[config.mk]
export PLATFORM = sky130hd
export DESIGN_NAME = mem_dbus_ctrl
export DESIGN_NICKNAME = d
export VERILOG_FILES = /design/src/rtl/mem_dbus_ctrl_pkg.sv /design/src/rtl/mem_dbus_ctrl_load_align.sv /design/src/rtl/mem_dbus_ctrl.sv
export SDC_FILE = /design/constraint.sdc
export NUM_CORES = 1
export LEC_CHECK = 0
export ABC_CLOCK_PERIOD_IN_PS = 8050
export BUFFER_PORTS_ARGS = -buffer_cell sky130_fd_sc_hd__buf_2
export CAP_MARGIN = 20
export CORE_ASPECT_RATIO = 1.25
export CORE_MARGIN = 4
export CORE_UTILIZATION = 25
export DETAILED_ROUTE_END_ITERATION = 8
export PLACE_DENSITY = 0.59
export SLEW_MARGIN = 20
export SYNTH_ARGS = -nofsm -noshare
export SYNTH_HDL_FRONTEND = slang
export SYNTH_SLANG_ARGS = --single-unit
export TNS_END_PERCENT = 1
[constraint.sdc]
create_clock -name clk -period 8.05 [get_ports clk]
set_input_delay 1.2075 -clock clk [delete_from_list [all_inputs] [get_ports clk]]
set_output_delay 1.2075 -clock clk [all_outputs]
set_load 0.005 [all_outputs]
[src/rtl/mem_dbus_ctrl_pkg.sv]
// Package for the MEM-stage data-bus controller.
// Holds the load/store AluOp codes, pipeline stall constants, the FSM state type and
// small decode helpers shared by mem_dbus_ctrl and mem_load_align.
package mem_dbus_ctrl_pkg;

   // Load/store AluOp codes (OpenMIPS encoding)
   localparam logic [7:0] OpLb  = 8'b1110_0000;
   localparam logic [7:0] OpLh  = 8'b1110_0001;
   localparam logic [7:0] OpLw  = 8'b1110_0011;
   localparam logic [7:0] OpLbu = 8'b1110_0100;
   localparam logic [7:0] OpLhu = 8'b1110_0101;
   localparam logic [7:0] OpSb  = 8'b1110_1000;
   localparam logic [7:0] OpSh  = 8'b1110_1001;
   localparam logic [7:0] OpSw  = 8'b1110_1011;

   localparam logic [4:0] NopRegAddr = 5'd0;
   localparam logic       Stop       = 1'b1;
   localparam logic       NoStop     = 1'b0;

   // Access sizes
   localparam logic [1:0] SzByte = 2'd0;
   localparam logic [1:0] SzHalf = 2'd1;
   localparam logic [1:0] SzWord = 2'd2;

   typedef enum logic [2:0] {
      StIdle = 3'b001,
      StReq  = 3'b010,
      StDone = 3'b100
   } state_e;

   typedef struct packed {
      logic       is_load;
      logic       is_store;
      logic [1:0] size;
   } mem_op_t;

   function automatic mem_op_t decode_op(input logic [7:0] op);
      mem_op_t d;
      d = '{is_load: 1'b0, is_store: 1'b0, size: SzWord};
      case (op)
         OpLb, OpLbu: begin d.is_load  = 1'b1; d.size = SzByte; end
         OpLh, OpLhu: begin d.is_load  = 1'b1; d.size = SzHalf; end
         OpLw:        begin d.is_load  = 1'b1; d.size = SzWord; end
         OpSb:        begin d.is_store = 1'b1; d.size = SzByte; end
         OpSh:        begin d.is_store = 1'b1; d.size = SzHalf; end
         OpSw:        begin d.is_store = 1'b1; d.size = SzWord; end
         default:     ;
      endcase
      return d;
   endfunction

   function automatic logic is_misaligned(input logic [1:0] size, input logic [1:0] off);
      if (size == SzHalf) return off[0];
      if (size == SzWord) return off != 2'b00;
      return 1'b0;
   endfunction

   // Big-endian lanes: offset 0 is bits 31:24 (sel bit 3)
   function automatic logic [3:0] lane_sel(input logic [1:0] size, input logic [1:0] off);
      if (size == SzByte) return 4'b1000 >> off;
      if (size == SzHalf) return off[1] ? 4'b0011 : 4'b1100;
      return 4'b1111;
   endfunction

   function automatic logic [31:0] store_data(input logic [1:0] size, input logic [31:0] d);
      if (size == SzByte) return {4{d[7:0]}};
      if (size == SzHalf) return {2{d[15:0]}};
      return d;
   endfunction

endpackage

[src/rtl/mem_dbus_ctrl_load_align.sv]
// mem_load_align: combinational load data alignment and extension (big-endian lanes).
// Ports:
//   aluop_i  load op code
//   off_i    byte offset addr[1:0] of the access
//   rdata_i  raw bus read word
//   data_o   selected byte/half/word, sign- or zero-extended to 32 bits
module mem_load_align
   import mem_dbus_ctrl_pkg::*;
(
   input  logic [7:0]  aluop_i,
   input  logic [1:0]  off_i,
   input  logic [31:0] rdata_i,
   output logic [31:0] data_o
);

   logic [1:0]  lane;
   logic [7:0]  byte_v;
   logic [15:0] half_v;

   always_comb begin
      lane   = 2'd3 - off_i;
      byte_v = rdata_i[{lane, 3'b000} +: 8];
      half_v = off_i[1] ? rdata_i[15:0] : rdata_i[31:16];
      case (aluop_i)
         OpLb:    data_o = {{24{byte_v[7]}}, byte_v};
         OpLbu:   data_o = {24'd0, byte_v};
         OpLh:    data_o = {{16{half_v[15]}}, half_v};
         OpLhu:   data_o = {16'd0, half_v};
         default: data_o = rdata_i;
      endcase
   end

endmodule

[src/rtl/mem_dbus_ctrl.sv]
// mem_dbus_ctrl: MEM-stage data-bus controller. Runs one req/ack transaction per load/store,
// stalls the pipeline until it completes, and presents write-back fields to mem_wb.
// Ports:
//   clk, rst                    clock, async active-high reset
//   stall[5:0], flush           pipeline control (stall[4] holds MEM)
//   mem_*_i                     op, address, store data and write-back fields from EX/MEM
//   mem_wd_o/mem_wreg_o/mem_wdata_o  write-back fields to mem_wb
//   stallreq, misalign, bus_err status to the pipeline
//   dbus_*                      data-bus master interface
module mem_dbus_ctrl
   import mem_dbus_ctrl_pkg::*;
#(
   parameter int unsigned TIMEOUT = 255
) (
   input  logic        clk,
   input  logic        rst,
   input  logic [5:0]  stall,
   input  logic        flush,
   input  logic [7:0]  mem_aluop_i,
   input  logic [31:0] mem_addr_i,
   input  logic [31:0] mem_reg2_i,
   input  logic [4:0]  mem_wd_i,
   input  logic        mem_wreg_i,
   input  logic [31:0] mem_wdata_i,
   output logic [4:0]  mem_wd_o,
   output logic        mem_wreg_o,
   output logic [31:0] mem_wdata_o,
   output logic        stallreq,
   output logic        misalign,
   output logic        bus_err,
   output logic        dbus_req_o,
   output logic        dbus_we_o,
   output logic [31:0] dbus_addr_o,
   output logic [3:0]  dbus_sel_o,
   output logic [31:0] dbus_wdata_o,
   input  logic        dbus_ack_i,
   input  logic [31:0] dbus_rdata_i
);

   localparam int unsigned CntW = (TIMEOUT < 2) ? 1 : $clog2(TIMEOUT + 1);

   state_e      state_q, state_d;
   logic [CntW-1:0] cnt_q, cnt_d;
   logic        drop_q, drop_d;
   logic        req_q, req_d;
   logic        we_q, we_d;
   logic [3:0]  sel_q, sel_d;
   logic [31:0] addr_q, addr_d;
   logic [31:0] bwdata_q, bwdata_d;
   logic [7:0]  op_q, op_d;
   logic [1:0]  off_q, off_d;
   logic [4:0]  wd_q, wd_d;
   logic        wreg_q, wreg_d;
   logic [31:0] data_q, data_d;
   logic        bus_err_q, bus_err_d;

   mem_op_t     dec;
   logic        is_mem;
   logic        mis;
   logic        cnt_hit;
   logic [31:0] align_data;

   // Only stall[4] concerns this stage
   logic        unused_stall;
   assign unused_stall = ^{stall[5], stall[3:0]};

   mem_load_align u_align (
      .aluop_i (op_q),
      .off_i   (off_q),
      .rdata_i (dbus_rdata_i),
      .data_o  (align_data)
   );

   always_comb begin
      dec     = decode_op(mem_aluop_i);
      is_mem  = dec.is_load | dec.is_store;
      mis     = is_mem && is_misaligned(dec.size, mem_addr_i[1:0]);
      cnt_hit = (TIMEOUT != 0) && (cnt_q == CntW'(TIMEOUT - 1));

      state_d   = state_q;
      cnt_d     = cnt_q;
      drop_d    = drop_q;
      req_d     = req_q;
      we_d      = we_q;
      sel_d     = sel_q;
      addr_d    = addr_q;
      bwdata_d  = bwdata_q;
      op_d      = op_q;
      off_d     = off_q;
      wd_d      = wd_q;
      wreg_d    = wreg_q;
      data_d    = data_q;
      bus_err_d = 1'b0;

      mem_wd_o    = mem_wd_i;
      mem_wreg_o  = mem_wreg_i;
      mem_wdata_o = mem_wdata_i;
      stallreq    = 1'b0;
      misalign    = 1'b0;

      unique case (state_q)
         StIdle: begin
            if (flush) begin
               mem_wd_o    = NopRegAddr;
               mem_wreg_o  = 1'b0;
               mem_wdata_o = '0;
            end else if (mis) begin
               misalign   = 1'b1;
               mem_wreg_o = 1'b0;
            end else if (is_mem) begin
               stallreq   = 1'b1;
               mem_wreg_o = 1'b0;
               state_d    = StReq;
               req_d      = 1'b1;
               we_d       = dec.is_store;
               sel_d      = lane_sel(dec.size, mem_addr_i[1:0]);
               addr_d     = {mem_addr_i[31:2], 2'b00};
               bwdata_d   = dec.is_store ? store_data(dec.size, mem_reg2_i) : '0;
               op_d       = mem_aluop_i;
               off_d      = mem_addr_i[1:0];
               wd_d       = mem_wd_i;
               wreg_d     = dec.is_load & mem_wreg_i;
               data_d     = '0;
               cnt_d      = '0;
               drop_d     = 1'b0;
            end
         end
         StReq: begin
            mem_wd_o    = wd_q;
            mem_wreg_o  = 1'b0;
            mem_wdata_o = data_q;
            // A flushed access still finishes on the bus but no longer holds the pipeline
            drop_d      = drop_q | flush;
            stallreq    = ~drop_d;
            if (TIMEOUT != 0) cnt_d = cnt_q + CntW'(1);
            if (dbus_ack_i) begin
               req_d   = 1'b0;
               if (!we_q) data_d = align_data;
               state_d = drop_d ? StIdle : StDone;
            end else if (cnt_hit) begin
               req_d     = 1'b0;
               bus_err_d = 1'b1;
               wreg_d    = 1'b0;
               state_d   = drop_d ? StIdle : StDone;
            end
         end
         StDone: begin
            mem_wd_o    = wd_q;
            mem_wreg_o  = wreg_q;
            mem_wdata_o = data_q;
            if (flush) begin
               mem_wd_o    = NopRegAddr;
               mem_wreg_o  = 1'b0;
               mem_wdata_o = '0;
               state_d     = StIdle;
            end else if (stall[4] == NoStop) begin
               state_d = StIdle;
            end
         end
         default: state_d = StIdle;
      endcase
   end

   always_ff @(posedge clk or posedge rst) begin
      if (rst) begin
         state_q   <= StIdle;
         cnt_q     <= '0;
         drop_q    <= 1'b0;
         req_q     <= 1'b0;
         we_q      <= 1'b0;
         sel_q     <= 4'b0000;
         addr_q    <= '0;
         bwdata_q  <= '0;
         op_q      <= 8'd0;
         off_q     <= 2'd0;
         wd_q      <= NopRegAddr;
         wreg_q    <= 1'b0;
         data_q    <= '0;
         bus_err_q <= 1'b0;
      end else begin
         state_q   <= state_d;
         cnt_q     <= cnt_d;
         drop_q    <= drop_d;
         req_q     <= req_d;
         we_q      <= we_d;
         sel_q     <= sel_d;
         addr_q    <= addr_d;
         bwdata_q  <= bwdata_d;
         op_q      <= op_d;
         off_q     <= off_d;
         wd_q      <= wd_d;
         wreg_q    <= wreg_d;
         data_q    <= data_d;
         bus_err_q <= bus_err_d;
      end
   end

   assign dbus_req_o   = req_q;
   assign dbus_we_o    = we_q;
   assign dbus_addr_o  = addr_q;
   assign dbus_sel_o   = sel_q;
   assign dbus_wdata_o = bwdata_q;
   assign bus_err      = bus_err_q;

endmodule

==> metrics.md <==
| Metric | Value |
|---|---|
| Status | complete, no violations |
| Core Area | 25290 um2 |
| Mean Syn Cell Area | 8.990 um2 |
| Htree depth | 4 |
| Rel. slew slack | 27.94% |
| Nets | 1093 |
| P_leak | 4.544 nW |
| DR DRC count | 0 |
| Placed instance area | 7960 um2 |
| Worst Path Required | 6.84 ns |
| FMAX | 237.7 MHz |
| RSZ-0062 raised after global routing | no |
| Die width | 151.2 um |
| Final Max Tran Viols | 0 |
| Vias in the first global route | 6076 |
| Post-cts resize count | 0 |
| Worst hold start | op_q[5]$_DFFE_PP0P_ |
| DP HPWL | 15430 um |
| Antenna violations before repair | 3 |
| DR iter-0 viols | 180 |
| WL/cell | 16.81 um |
| #FFs+latches synth | 129 |
| Largest net degree at the start of global routing | 98 |
| Root buffer cell | clkbuf_16 |
| Hold/Removal Path Class | reg2reg |
| Post-layout minimum cycle time | 4.207 ns |
| Worst vdd ir | 0.0001322 V |
| Largest family of logic cells by synthesized area | simple AND/OR/NAND/NOR gates |
| Seq. cell area | 3229 um2 |
| TritonCTS Sinks | 129 |
| CP Class | in2out |
| Final setup viols | 0 |
| Cells after Synth | 713 |
| Die area | 28280 um2 |
| Max Buffers Root-to-Sink | 2 |
| Simple-Gate Fraction of Synth Area | 21.34% |
| Share of synthesized registers carrying an async set or reset | 100.0% |
| Synth Cell Area | 6410 um2 |
| Maxcap violations | 0 |
| Mux cell area share after synthesis | 5.466% |
| Total GRT Usage | 15.20% |
| R2r startpoint | state_q[0]$_DFFE_PP1P_ |
| Worst setup SP type | input pin |
| Remaining Overflow, GRT | 0 |
| Biggest area consumer among synthesized cells | dfrtp_1 |
| Post-Route WL | 21650 um |
| Ys Warns | 0 |
| Final Hold Fails | 0 |
| Sequential cell area fraction in the yosys report | 50.38% |
| Measured slew at the worst slew-check pin | 1.078 ns |
| CP Max Fanout | 6 |
| Initial DRT Pass Iterations | 4 |
| CP startpoint | mem_aluop_i[4] |
| CTS Hold Bufs | 0 |
| Placer Congestion | 0.8037 |
| Worst EP arrival | 3.00 ns |
| # placed instances | 1255 |
| Post-route ant nets | 0 |
| Clock latency at the later pin of the worst-skew pair | 0.43 ns |
| Vias per cell | 4.631 |
| Clk_skew | 0.01350 ns |
| Fill cells | 2679 |
| Most common cell in the netlist | nand2_1 |
| IO buf count | 255 |
| Crit end category | primary output |
| First-pass GRT wire length | 33460 um |
| Primary FF master, synth | dfrtp_1 |
| Final worst path period share | 52.26% |
| Non-filler cells, final | 1288 |
| Pwr/cell area | 223.9 nW/um2 |
| Final setup TNS | 0 ns |
| R2R Setup Slk | 5.01 ns |
| Site Rows | 65 |
| XOR/XNOR share of the synthesized area | 0% |
| Area contributors post-synth | dfrtp_1, nand2_1, a22o_1, mux2i_1, o21ai_1 |
| Synth Area in Compound Gates | 18.45% |
| Number of flops mapped to enable cells by yosys | 0 |
| Post-CTS Setup Bufs | 0 |
| Total clock buffers created by CTS | 17 |
| Area share of the largest cell type after synthesis | 49.97% |
| Io pins | 263 |
| Distinct cells, synth | 55 |
| CTS tree | built |
| Layout cell share with drive strength beyond 1 | 32.88% |
| Vias post-DR | 5965 |
| Clk pin slew, worst setup/hold paths | 0.05 ns |
| Die height | 187.0 um |
| Initial Util | 25.34% |
| Area growth, synth to finish | 33.18% |
| Fin area | 8537 um2 |
| Multi-input gate area | 2979 um2 |
| Top post-synthesis cells by count | nand2_1, dfrtp_1, a22o_1 |
| Adder-cell share of the synthesized area | 0.3904% |
[flip-flops by register name (all words and copies together) (netlist names)]
name,count
dbus_addr_o,30
off_q,2
dbus_we_o,1
state_q,3
drop_q,1
dbus_sel_o,4
bus_err,1
cnt_q,8
dbus_req_o,1
data_q,32
wreg_q,1
op_q,8
wd_q,5
dbus_wdata_o,32
[critical path, cell delays in order]
cell and delay, ns:
buf_2 0.09, nand4b_1 0.46, or3_1 0.55, or2_2 0.34, and3b_1 0.21, buf_2 0.13
[per-layer routing]
layer / up-vias / routed length [um] / GRT usage (%)
met5: - / 24 / 0
met4: 4 / 404 / 4.571
met3: 27 / 1705 / 4.581
met2: 236 / 10660 / 26.22
met1: 2761 / 8859 / 18.02
li1: 2937 / - / -
[power by group]
part	switching (W)	leakage [nW]	internal (W)
Combinational	0.000188	2.51	0.000164
Sequential	0.0000613	1.75	0.000731
Clock	0.000298	0.290	0.000469
[cells in the final DEF (no fill, tap or decap), types with 11 or more instances in the layout]
cell type / synthesis / routed
mux2i_1: 26 / 26
nand3_1: 12 / 12
a21oi_1: 19 / 18
o21ai_1: 29 / 29
o21ai_0: 23 / 23
nand2b_1: 15 / 15
nor3_1: 12 / 11
nor2_1: 36 / 35
clkbuf_16: 0 / 17
dfrtp_1: 128 / 128
nand2_1: 215 / 214
a22o_1: 45 / 45
a31oi_1: 11 / 11
buf_2: 15 / 255
[per-stage QoR]
step / power [W] / utilization, % / worst slack, ns / hold WS [ns]
6_report: 0.001912 / 33.75 / 3.843 / 0.4591
5_1_grt: 0.002025 / 33.75 / 3.784 / 0.4871
4_1_cts: 0.001947 / 33.74 / 3.818 / 0.4619
3_5_place_dp: 0.001161 / 31.47 / 3.674 / 0.4489
3_3_place_gp: 0.001153 / 31.45 / 3.693 / 0.4432
2_1_floorplan: 0.0009844 / - / 3.403 / 0.4255
[area by class of cell]
class | count | share of cell area (%)
antenna | 1 | 0.02931
clock buffer | 21 | 5.394
clock inverter | 11 | 1.319
inverter | 6 | 0.3224
multi-input combinational | 526 | 34.90
sequential | 129 | 37.83
tap | 335 | 4.910
timing repair buffer | 259 | 15.30
[cells by family after synthesis]
kind of cell | count (synthesis)
flops | 129
simple gates | 318
compound gates | 170
buf+inv | 59
other cells | 1
fa+ha+maj | 2
mux | 34
[path summary, 6_finish.rpt]
check / cells past startpoint / endpoint
worst max register to register: 6 / dbus_sel_o[3]$_DFFE_PP0P_
worst max-delay path: 6 / stallreq
worst min-delay path: 1 / op_q[5]$_DFFE_PP0P_
min in group asynchronous: 2 / wd_q[4]$_DFFE_PP0P_
max in group asynchronous: 3 / dbus_sel_o[3]$_DFFE_PP0P_
worst min register to register: 1 / op_q[5]$_DFFE_PP0P_
No activity file was read; power rests on OpenSTA's default activity.
